--- config.mk ---
export PLATFORM = sky130hd
export DESIGN_NAME = serial_add_ctrl_flat
export DESIGN_NICKNAME = d
export VERILOG_FILES = /design/src/rtl/serial_add_ctrl_if.sv /design/src/rtl/serial_add_ctrl.sv /design/src/flat_wrapper.sv
export SDC_FILE = /design/constraint.sdc
export NUM_CORES = 1
export LEC_CHECK = 0
export ABC_AREA = 1
export BUFFER_PORTS_ARGS = -buffer_cell sky130_fd_sc_hd__buf_2
export CAP_MARGIN = 20
export CORE_ASPECT_RATIO = 0.5
export CORE_MARGIN = 2
export CORE_UTILIZATION = 52
export CTS_BUF_LIST = sky130_fd_sc_hd__clkbuf_8
export CTS_CLUSTER_DIAMETER = 50
export DETAILED_ROUTE_END_ITERATION = 7
export PLACE_DENSITY = 0.77
export SYNTH_ARGS = -nofsm -noshare
export SYNTH_HDL_FRONTEND = slang
export SYNTH_SLANG_ARGS = --single-unit
--- constraint.sdc ---
create_clock -name clk_i -period 1.2 [get_ports clk_i]
set_clock_uncertainty 0.1 [all_clocks]
set_input_delay 0.36 -clock clk_i [delete_from_list [all_inputs] [get_ports clk_i]]
set_output_delay 0.36 -clock clk_i [all_outputs]
set_load 0.005 [all_outputs]
--- src/rtl/serial_add_ctrl_if.sv ---
// Command/result bundle between an add requester and the bit-serial adder controller.
// The requester drives start and operands; the controller returns status and the sum.
interface serial_add_ctrl_if #(
    parameter int unsigned WIDTH = 8
) ();
    logic             start;
    logic [WIDTH-1:0] op_a;
    logic [WIDTH-1:0] op_b;
    logic             busy;
    logic             done;
    logic [WIDTH-1:0] result;
    logic             cout;

    modport master (
        output start, op_a, op_b,
        input  busy, done, result, cout
    );

    modport slave (
        input  start, op_a, op_b,
        output busy, done, result, cout
    );
endinterface

--- src/rtl/serial_add_ctrl.sv ---
// Bit-serial adder: one full-add per clock, LSB first, built from two half adders.
// The controller owns operand/sum shift registers, carry, bit counter and handshake.
module half_adder (
    input  logic a_i,
    input  logic b_i,
    output logic s_o,
    output logic c_o
);
    assign s_o = a_i ^ b_i;
    assign c_o = a_i & b_i;
endmodule

module serial_add_ctrl #(
    parameter int unsigned WIDTH = 8
) (
    input  logic                  clk_i,
    input  logic                  rst_ni,
    serial_add_ctrl_if.slave      add_if
);
    localparam int unsigned CntW = $clog2(WIDTH);
    localparam logic [CntW-1:0] CntLast = CntW'(WIDTH - 1);

    typedef enum logic [1:0] {StIdle, StRun, StDone} state_e;

    state_e           state_q, state_d;
    logic [WIDTH-1:0] sreg_a_q, sreg_a_d;
    logic [WIDTH-1:0] sreg_b_q, sreg_b_d;
    logic [WIDTH-1:0] sum_q, sum_d;
    logic [WIDTH-1:0] result_q, result_d;
    logic             carry_q, carry_d;
    logic             cout_q, cout_d;
    logic [CntW-1:0]  cnt_q, cnt_d;

    logic s0, c0, s, c1, c;

    half_adder u_ha0 (
        .a_i (sreg_a_q[0]),
        .b_i (sreg_b_q[0]),
        .s_o (s0),
        .c_o (c0)
    );

    half_adder u_ha1 (
        .a_i (s0),
        .b_i (carry_q),
        .s_o (s),
        .c_o (c1)
    );

    assign c = c0 | c1;

    always_comb begin
        state_d  = state_q;
        sreg_a_d = sreg_a_q;
        sreg_b_d = sreg_b_q;
        sum_d    = sum_q;
        result_d = result_q;
        carry_d  = carry_q;
        cout_d   = cout_q;
        cnt_d    = cnt_q;
        unique case (state_q)
            StIdle: begin
                if (add_if.start) begin
                    sreg_a_d = add_if.op_a;
                    sreg_b_d = add_if.op_b;
                    carry_d  = 1'b0;
                    cnt_d    = '0;
                    state_d  = StRun;
                end
            end
            StRun: begin
                sum_d    = {s, sum_q[WIDTH-1:1]};
                sreg_a_d = {1'b0, sreg_a_q[WIDTH-1:1]};
                sreg_b_d = {1'b0, sreg_b_q[WIDTH-1:1]};
                carry_d  = c;
                if (cnt_q == CntLast) begin
                    // Final bit: publish the sum and park the counter instead of wrapping.
                    result_d = {s, sum_q[WIDTH-1:1]};
                    cout_d   = c;
                    cnt_d    = '0;
                    state_d  = StDone;
                end else begin
                    cnt_d = cnt_q + CntW'(1);
                end
            end
            StDone: state_d = StIdle;
            default: state_d = StIdle;
        endcase
    end

    always_ff @(posedge clk_i or negedge rst_ni) begin
        if (!rst_ni) begin
            state_q  <= StIdle;
            sreg_a_q <= '0;
            sreg_b_q <= '0;
            sum_q    <= '0;
            result_q <= '0;
            carry_q  <= 1'b0;
            cout_q   <= 1'b0;
            cnt_q    <= '0;
        end else begin
            state_q  <= state_d;
            sreg_a_q <= sreg_a_d;
            sreg_b_q <= sreg_b_d;
            sum_q    <= sum_d;
            result_q <= result_d;
            carry_q  <= carry_d;
            cout_q   <= cout_d;
            cnt_q    <= cnt_d;
        end
    end

    assign add_if.busy   = (state_q == StRun);
    assign add_if.done   = (state_q == StDone);
    assign add_if.result = result_q;
    assign add_if.cout   = cout_q;
endmodule

--- src/flat_wrapper.sv ---
// flat-port wrapper written by rule: the top's interface ports become plain ports
module serial_add_ctrl_flat 
#(
    parameter int unsigned WIDTH = 8
)
  (clk_i, rst_ni, add_if_start, add_if_op_a, add_if_op_b, add_if_busy, add_if_done, add_if_result, add_if_cout);
  serial_add_ctrl_if #(.WIDTH(WIDTH)) add_if_i ();
  input  logic clk_i;
  input  logic rst_ni;
  input wire logic [$bits(add_if_i.start)-1:0] add_if_start;
  input wire logic [$bits(add_if_i.op_a)-1:0] add_if_op_a;
  input wire logic [$bits(add_if_i.op_b)-1:0] add_if_op_b;
  output wire logic [$bits(add_if_i.busy)-1:0] add_if_busy;
  output wire logic [$bits(add_if_i.done)-1:0] add_if_done;
  output wire logic [$bits(add_if_i.result)-1:0] add_if_result;
  output wire logic [$bits(add_if_i.cout)-1:0] add_if_cout;
  assign add_if_i.start = add_if_start;
  assign add_if_i.op_a = add_if_op_a;
  assign add_if_i.op_b = add_if_op_b;
  assign add_if_busy = add_if_i.busy;
  assign add_if_done = add_if_i.done;
  assign add_if_result = add_if_i.result;
  assign add_if_cout = add_if_i.cout;
  serial_add_ctrl #(.WIDTH(WIDTH)) u_core (.clk_i(clk_i), .rst_ni(rst_ni), .add_if(add_if_i));
endmodule
Word level (Yosys, flattened, before mapping)
Cells that the tools add are included.

storage, ports and cells
  register bits after elaboration = 39
  bits in latches = 0
  memory bits (writable) = 0
  ROM bits = 0
  output and inout bits = 11
  word-level logic and storage cells = 36
  memories = 0

operators by class
  $add $sub $neg = 1
  multipliers = 0
  divide/modulo/power cells = 0
  order comparisons = 0
  equal/unequal tests = 5
  shift-type cells = 0
  multiplexer cells = 12
  bitwise logic cells = 5
  reductions and logical operators = 5

operators with widths
  kind                 number
  $pmux 8 s2           2
  $mux 8               2
  $mux 3               2
  $pmux 3 s2           1
  $reduce_and 2->1     3
  $mux 2               2
  $pmux 2 s2           1
  $add 3x1->3 const B  1
  $eq 3x3->1 const B   1
  $and 1x1->1          2
  $eq 2x1->1 const B   1
  $eq 2x2->1 const B   1
  $logic_not 2->1      1
  $ne 2x1->1 const B   1
  $ne 2x2->1 const B   1
  $pmux 1 s2           1
  $reduce_bool 2->1    1
  $xor 1x1->1          2
  $mux 1               1
  $or 1x1->1           1

Logic depth before layout (Yosys ltp)
Gate-level depths: netlist (run 1).

  depth after elaboration = 4
  gate-level depth with buffers = 7
  gate-level depth less buffers = 6

By module
A second synthesis (run 1) with hierarchy kept.

unflattened totals
  cells, all modules = 219
  area, all modules = 1838.0 um^2

modules (own cells, without submodules)
  module           instances  cells an instance  area each (um^2)  seq. area each (um^2)
  serial_add_ctrl  1          217                1813.0            950.9
  half_adder       2          1                  12.5              0.0

Worst setup path before layout (run 1)
OpenSTA, ideal clock, no wires.

  path type = reg2reg
  start point = register u_core.cnt_q[0]
  end point = register u_core.result_q[4], in the netlist u_core.add_if.result[4]
  arrival time = 1118 ps
  data required time = 1026 ps
  setup slack = -92 ps
  cell stages (with the launch flop) = 7
  buffers on the path = 1
  path through = dfrtp_1 ha_1 ha_1 nand2_4 buf_6 nand2_1 o21ai_2

on the way
  longest elaborated chain between the ends = 2

RTL lines
  element                            line                    text
  from (decl)                        serial_add_ctrl.sv:32   logic [CntW-1:0] cnt_q, cnt_d;
  from (signal assigned)             serial_add_ctrl.sv:109  cnt_q <= cnt_d;
  $eq 3x3->1                         serial_add_ctrl.sv:76   if (cnt_q == CntLast) begin
  $reduce_and 2->1 (no source line)  -
  to (signal assigned)               serial_add_ctrl.sv:106  result_q <= result_d;
  to (decl)                          serial_add_ctrl.sv:29   logic [WIDTH-1:0] result_q, result_d;

No other way between the ends.
A chain may end at the register's enable or synchronous reset.

Final worst setup path (run 1)
  start point = register u_core.state_q[0]
  end point = output add_if_done

on the way
  longest elaborated chain between the ends = 1

RTL lines
  element                 line                    text
  from (decl)             serial_add_ctrl.sv:25   state_e state_q, state_d;
  from (signal assigned)  serial_add_ctrl.sv:93   state_q <= StIdle;
  from (signal assigned)  serial_add_ctrl.sv:102  state_q <= state_d;
  $eq 2x2->1              serial_add_ctrl.sv:114  assign add_if.done = (state_q == StDone);
  to (decl)               flat_wrapper.sv:14      output wire logic [$bits(add_if_i.done)-1:0] add_if_done;

No other way between the ends.

==> metrics.txt, run 1 <==
setup repair after global routing missed its margin yes; worst hold path depth 3; H-tree lvl count 2; core area 3380 um2; average instance area after synthesis 8.30 um2; clock tree from TritonCTS yes; failing checks setup timing; Most Crowded Layer GR met2; cell accounting for the most synthesized area dfrtp_1; Die Outline Area 3980 um2; first-pass detailed-route iteration total 4; standby leakage power 1.35 nW; number of buffers on the longest clock path 2; cell with the biggest individual delay on the critical path dfrtp_2; final worst path period need 1.49 ns; dpl cell area 2080 um2; post-CTS clock slew at the launch and capture registers of the worst setup and hold paths 0.08 ns; kind of cell adding the most delay to the critical path flip-flops; die boundary height 45.6 um; final RePlAce weighted congestion 0.776; run status finished, violations left; area of all sequential standard cells 953 um2; number of sinks driven by the clock tree 38; overall power 6.47 mW; switching power as a share of total power 40.5%; clock buffers created by TritonCTS 5; power share of the clock group 14.4%; initial cell density of the core 53.3%; worst reg-to-reg setup slack -0.22 ns; Power per Cell Area 2600 nW/um2; vias per cell 5.13; maximum capacitance violations 0; Total Nets Final 298; largest fanout on the critical path 3; overall routed net length 4600 um; GRT overflow 0; number of setup violations in the final report 48; list of cells traversed by the critical path buf_6 -> nor2_4 -> buf_2; area share of the largest cell type after synthesis 52.8%; P_int 3.85 mW; data required time at the worst endpoint 0.74 ns; critical register-to-register path startpoint u_core.state_q[1]$_DFFE_PN0P_; half-perimeter wire length of the detailed placement result 2390 um; starting DRC count in detailed routing 84; crit start category register; Worst setup EP type output pin; Mapped Cells 217; Synth cell types 19; reg-to-reg critical path endpoint u_core.sreg_a_q[7]$_DFFE_PN0P_; wire length of the first global-routing pass 7190 um; source of the worst hold timing path add_if_op_b[7]; Die X-Extent 87.2 um; GR Util All Layers 24.5%; number of pins exceeding their max-slew limit in the final report 0; average wire per cell in the routed design 14.4 um; top achievable clock speed 672 MHz; met2 usage 39.4%; Crit path largest cell delay 0.44 ns; reported net switching power 2.62 mW; proportion of power drawn by flip-flops and latches 34.9%; Post-Synthesis Net Count 239; final non-filler cell area 2490 um2; buffer and inverter count on the worst path 2; Antenna Diode Count 0; met3 Track Usage GR 7.43%; leading post-synthesis cells by cell area dfrtp_1 (53%), nand2_1 (15%), nand3_1 (8.3%); peak supply drop 1.37 mV; register bit count reported by yosys 38; HP Class primary input to register; kind of critical path register to output pin; antenna violations before repair 0; arrival time at the worst endpoint 1.03 ns; fraction of layout instances using a drive strength above 1 36.8%; Final Hold Violating Endpoints 0; met1 layer usage reported by global route 31.2%; actual transition at the worst max-transition pin 0.209 ns; Post-route DRC 0; Worst Reg2Reg Path Length in Cells 7; sequential area share after synthesis 52.8%; number of top-level pins 30; number of rows in the core area 15; logic gate share of total power 50.7%; Area growth, synth to finish 38.0%; Clk Latency, worst-skew pair 0.29 ns; Warnings, synthesis 0; capture endpoint of the worst hold path u_core.sreg_b_q[7]$_DFFE_PN0P_; post-route worst setup slack -0.287 ns; residual antenna-violating net count after detailed routing 0; Clk Tree Root Cell clkbuf_8; Cell Area, Synth 1800 um2; number of global-route vias before repair 1556; Filler cells 225; Final period util 124%; worst max-slew margin expressed relative to the limit 86.1%; via count 1638; I/O Buffers 29; area taken by multi-input logic gates 790 um2; pin count of the biggest net entering global routing 39
timing repair:
| item | in CTS | in global routing |
|---|---|---|
| pin swaps | 9 | 3 |
| setup endpoints to repair | 48 | 47 |
| setup buffers | 15 | 4 |
| hold buffers | 1 | 0 |
| endpoints found under the hold margin | 38 | 0 |
| gates resized for setup | 26 | 11 |
| cloned | 2 | 0 |
cell usage in the layout (no fill, tap or decap), types with 2 or more instances in the layout:
cell type / Yosys / layout
dfrtp_1: 38 / 36
clkbuf_8: 0 / 6
nand3_2: 0 / 2
inv_2: 2 / 2
nand2_4: 2 / 5
nand2_8: 0 / 4
o21ai_2: 6 / 7
buf_12: 0 / 4
nand2_2: 1 / 7
nand3_1: 30 / 28
nand2_1: 72 / 61
inv_1: 39 / 36
o21ai_0: 12 / 7
o21ai_1: 1 / 5
buf_4: 1 / 20
nor2_4: 1 / 2
dfrtp_2: 0 / 2
buf_6: 2 / 3
buf_2: 4 / 29
inv_4: 0 / 3
tightest hold or removal path: cells and delay by family:
kind	cells	cell delay, ns
buffers and inverters	2	0.15
AO/OA/AOI/OAI	1	0.08
per-stage QoR:
stage | setup WS, ns | instances | util (%) | hold WS, ns | setup TNS (ns)
after global placement | -0.104 | 290 | 61.5 | 0.239 | -2.16
final | -0.287 | 319 | 73.6 | 0.235 | -6.60
after global routing | -0.329 | 319 | 73.6 | 0.229 | -8.18
after floorplan | -0.0339 | 217 | - | -0.0356 | -0.164
after CTS | -0.290 | 316 | 72.0 | 0.227 | -5.19
after detailed placement | -0.132 | 290 | 61.5 | 0.243 | -3.20
worst max path at each step:
stage | endpoint | cells after the start | startpoint | slack, ns
after floorplan | u_core.add_if.result[5]$_DFFE_PN0P_ | 7 | u_core.state_q[0]$_DFFE_PN0P_ | -0.03
after global placement | u_core.add_if.result[0]$_DFFE_PN0P_ | 6 | u_core.cnt_q[0]$_DFFE_PN0P_ | -0.10
after detailed placement | u_core.cnt_q[0]$_DFFE_PN0P_ | 4 | u_core.state_q[0]$_DFFE_PN0P_ | -0.13
after CTS | add_if_done | 3 | u_core.state_q[0]$_DFFE_PN0P_ | -0.29
after global routing | add_if_done | 3 | u_core.state_q[0]$_DFFE_PN0P_ | -0.33
final | add_if_done | 3 | u_core.state_q[0]$_DFFE_PN0P_ | -0.29
power groups by stage:
stage	Sequential, mW	Combinational (mW)	Clock, mW
2_1_floorplan	2.16	1.72	0
3_3_place_gp	2.22	2.24	0
3_5_place_dp	2.24	2.31	0
4_1_cts	2.22	3.03	0.928
5_1_grt	2.31	3.63	0.995
6_report	2.26	3.28	0.931
per-layer routing:
| metal | vias to the layer above | routed length, um | part of all wire, % |
|---|---|---|---|
| li1 | 781 | - | - |
| met1 | 791 | 1910 | 41 |
| met2 | 55 | 2360 | 51 |
| met3 | 11 | 272 | 5.9 |
| met4 | 0 | 61 | 1.3 |
| met5 | - | 0 | 0 |
final cells by class:
cell class / count / area share (%)
clock buffer: 6 / 3.32
inverter: 41 / 6.49
clock inverter: 2 / 0.503
timing repair buffer: 58 / 17.5
multi-input combinational: 132 / 31.8
sequential: 38 / 38.3
tap: 42 / 2.11
sequential cells by signal (all words and copies together), names as in the netlist:
| signal | count |
|---|---|
| u_core.add_if.cout | 1 |
| u_core.add_if.result | 8 |
| u_core.state_q | 2 |
| u_core.cnt_q | 3 |
| u_core.sreg_a_q | 8 |
| u_core.sreg_b_q | 8 |
| u_core.sum_q | 7 |
| u_core.carry_q | 1 |
cells in the mapped netlist:
cell and number:
o21ai_1 1, buf_2 4, o21ai_4 1, inv_1 39
o21ai_0 12, ha_1 2, clkbuf_1 1, o21ai_2 6
buf_6 2, nor2_4 1, nand2_4 2, nor2_1 1
nand2_1 72, nand3_1 30, inv_2 2, fa_1 1
buf_4 1, dfrtp_1 38, nand2_2 1
cell families (layout without fill, tap and decap cells):
group / Yosys count / in the layout / share of synthesized area (%)
and+or+nand+nor: 107 / 109 / 25.8
buffers and inverters: 49 / 107 / 11.5
DFF: 38 / 38 / 52.8
AOI/OAI and AO/OA: 20 / 20 / 7.43
adders and majority gates: 3 / 3 / 2.50
(Power assumes the default switching activity.)
==> run 2, diff against run 1 <==
CORE_UTILIZATION = 58   (was 52)
PLACE_DENSITY = 0.82   (was 0.77)
clock period = 1.5 ns   (was 1.2 ns; I/O delays follow)
==> metrics.txt, run 2 (synthesized netlist as in run 1, its figures left out) <==
run status finished, violations left; failing checks setup timing; Worst setup EP type output pin; Crit path largest cell delay 0.42 ns (-0.02 ns); number of buffers on the longest clock path 2 (unchanged); Final period util 104%; GRT overflow 0 (unchanged); final RePlAce weighted congestion 0.800 (+3.1%); setup repair after global routing missed its margin yes; Clk Tree Root Cell clkbuf_8; stages on the worst setup path 3 (unchanged); kind of cell adding the most delay to the critical path flip-flops; core area 2980 um2 (-12%); number of pins exceeding their max-slew limit in the final report 0 (unchanged); Placed Instances 287 (-1.0%); Min Hold Slack 0.00333 ns (-0.232 ns); number of global-route vias before repair 1456 (-6.4%); maximum capacitance violations 0 (unchanged); wire length of the first global-routing pass 6490 um (-9.8%); number of sinks driven by the clock tree 38 (unchanged); kind of critical path register to output pin; post-route worst setup slack -0.0576 ns (+0.230 ns); fraction of layout instances using a drive strength above 1 24.8% (-12 points); Filler cells 216 (-4.0%); starting DRC count in detailed routing 129 (+54%); HP Class primary input to asynchronous set/reset pin; average wire per cell in the routed design 13.4 um (-7.0%); Die Outline Area 3600 um2 (-9.7%); Worst Reg2Reg Path Length in Cells 7 (unchanged); number of rows in the core area 14 (-1); vias per cell 5.17 (+0.64%); most frequent cells in the layout nand2_1 (72), inv_1 (39), dfrtp_1 (37); commonest non-fill, non-tap cell in the layout nand2_1; clock buffers created by TritonCTS 5 (unchanged); Clk Latency, worst-skew pair 0.30 ns (about the same); pin count of the biggest net entering global routing 39 (unchanged); final non-filler cell area 2190 um2 (-12%); Antenna Diode Count 0 (unchanged); post-CTS clock slew at the launch and capture registers of the worst setup and hold paths 0.08 ns (about the same); area taken by multi-input logic gates 659 um2 (-16%); peak supply drop 1.23 mV (-10%); Post-route DRC 0 (unchanged); cell with the biggest individual delay on the critical path dfrtp_1; first-pass detailed-route iteration total 5 (+1); standby leakage power 1.25 nW (-7.6%); Die X-Extent 82.8 um (-5.1%); half-perimeter wire length of the detailed placement result 2510 um (+4.8%); GR Util All Layers 23.8% (-0.63 points); crit start category register; dpl cell area 2040 um2 (-2.0%); data required time at the worst endpoint 0.95 ns (+0.21 ns); Total Nets Final 279 (-6.4%); clock tree from TritonCTS yes; die boundary height 43.4 um (-4.8%); antenna violations before repair 0 (unchanged); largest fanout on the critical path 3 (unchanged); Area growth, synth to finish 21.8%; number of setup violations in the final report 2 (-96%); actual transition at the worst max-transition pin 0.206 ns (-0.00227 ns); I/O Buffers 29 (unchanged); number of top-level pins 30 (unchanged); final worst path period need 1.56 ns; arrival time at the worst endpoint 1.01 ns (-0.02 ns); final std cells w/o fill 298 (-6.6%); minimum setup slack after placement 0.0959 ns (+0.228 ns); residual antenna-violating net count after detailed routing 0 (unchanged); buffer and inverter count on the worst path 2 (unchanged); Power per Cell Area 2110 nW/um2 (-19%); Final Hold Violating Endpoints 0 (unchanged); via count 1540 (-6.0%); list of cells traversed by the critical path inv_2 -> nor2_4 -> buf_2; initial cell density of the core 60.5% (+7.2 points); H-tree lvl count 2 (unchanged); worst max-slew margin expressed relative to the limit 86.2% (+0.14 points); area of all sequential standard cells 952 um2 (-0.13%); Total Negative Setup Slacks -0.0810 ns (+6.52 ns); top achievable clock speed 642 MHz; overall routed net length 3990 um (-13%)
==> run 2: cell type report <==
cell class                 count  area share [%]
sequential                    38            43.4
multi-input combinational    130            30.0
timing repair buffer          41            12.2
inverter                      41            7.13
clock buffer                   5            3.14
tap                           40            2.28
clock inverter                 3            1.82
==> run 2: path summary, 6_finish.rpt <==
| kind | startpoint | end | slack (ns) |
|---|---|---|---|
| min in group clk_i | add_if_op_a[7] | u_core.sreg_a_q[7]$_DFFE_PN0P_ | 0.30 |
| worst max-delay path | u_core.state_q[0]$_DFFE_PN0P_ | add_if_busy | -0.06 |
| worst min register to register | u_core.add_if.result[4]$_DFFE_PN0P_ | u_core.add_if.result[4]$_DFFE_PN0P_ | 0.38 |
| worst max register to register | u_core.state_q[0]$_DFFE_PN0P_ | u_core.sreg_b_q[0]$_DFFE_PN0P_ | 0.04 |
| worst min-delay path | rst_ni | u_core.add_if.result[2]$_DFFE_PN0P_ | 0.003 |
| max in group asynchronous | rst_ni | u_core.state_q[1]$_DFFE_PN0P_ | 1.10 |
==> run 2: layer usage <==
layer  global-route usage [%]  vias to the layer above  part of all wire [%]
met4                     9.51                        0                   3.1
met5                        0                        -                     0
met1                     28.8                      735                    44
met2                     39.2                       50                    47
li1                         -                      740                     -
met3                     10.1                       15                   5.9
==> run 2: where the power goes <==
group	internal, mW	leakage (nW)	total [mW]	switching (mW)
Combinational	0.823	0.722	1.98	1.16
Clock	0.489	0.0579	0.877	0.388
Sequential	1.50	0.469	1.77	0.275
==> run 2: timing repair <==
action	CTS	global route
hold buffers	0	0
buffers inserted	3	0
endpoints found under the setup margin	2	14
gates cloned	0	0
pin swaps	1	1
gates resized for setup	2	6
==> run 2: per-stage QoR <==
stage	utilization (%)	power [mW]
after floorplan	-	3.01
after global placement	68.4	3.50
after detailed placement	68.4	3.60
after CTS	72.9	4.54
after global routing	73.7	4.99
final	73.7	4.63
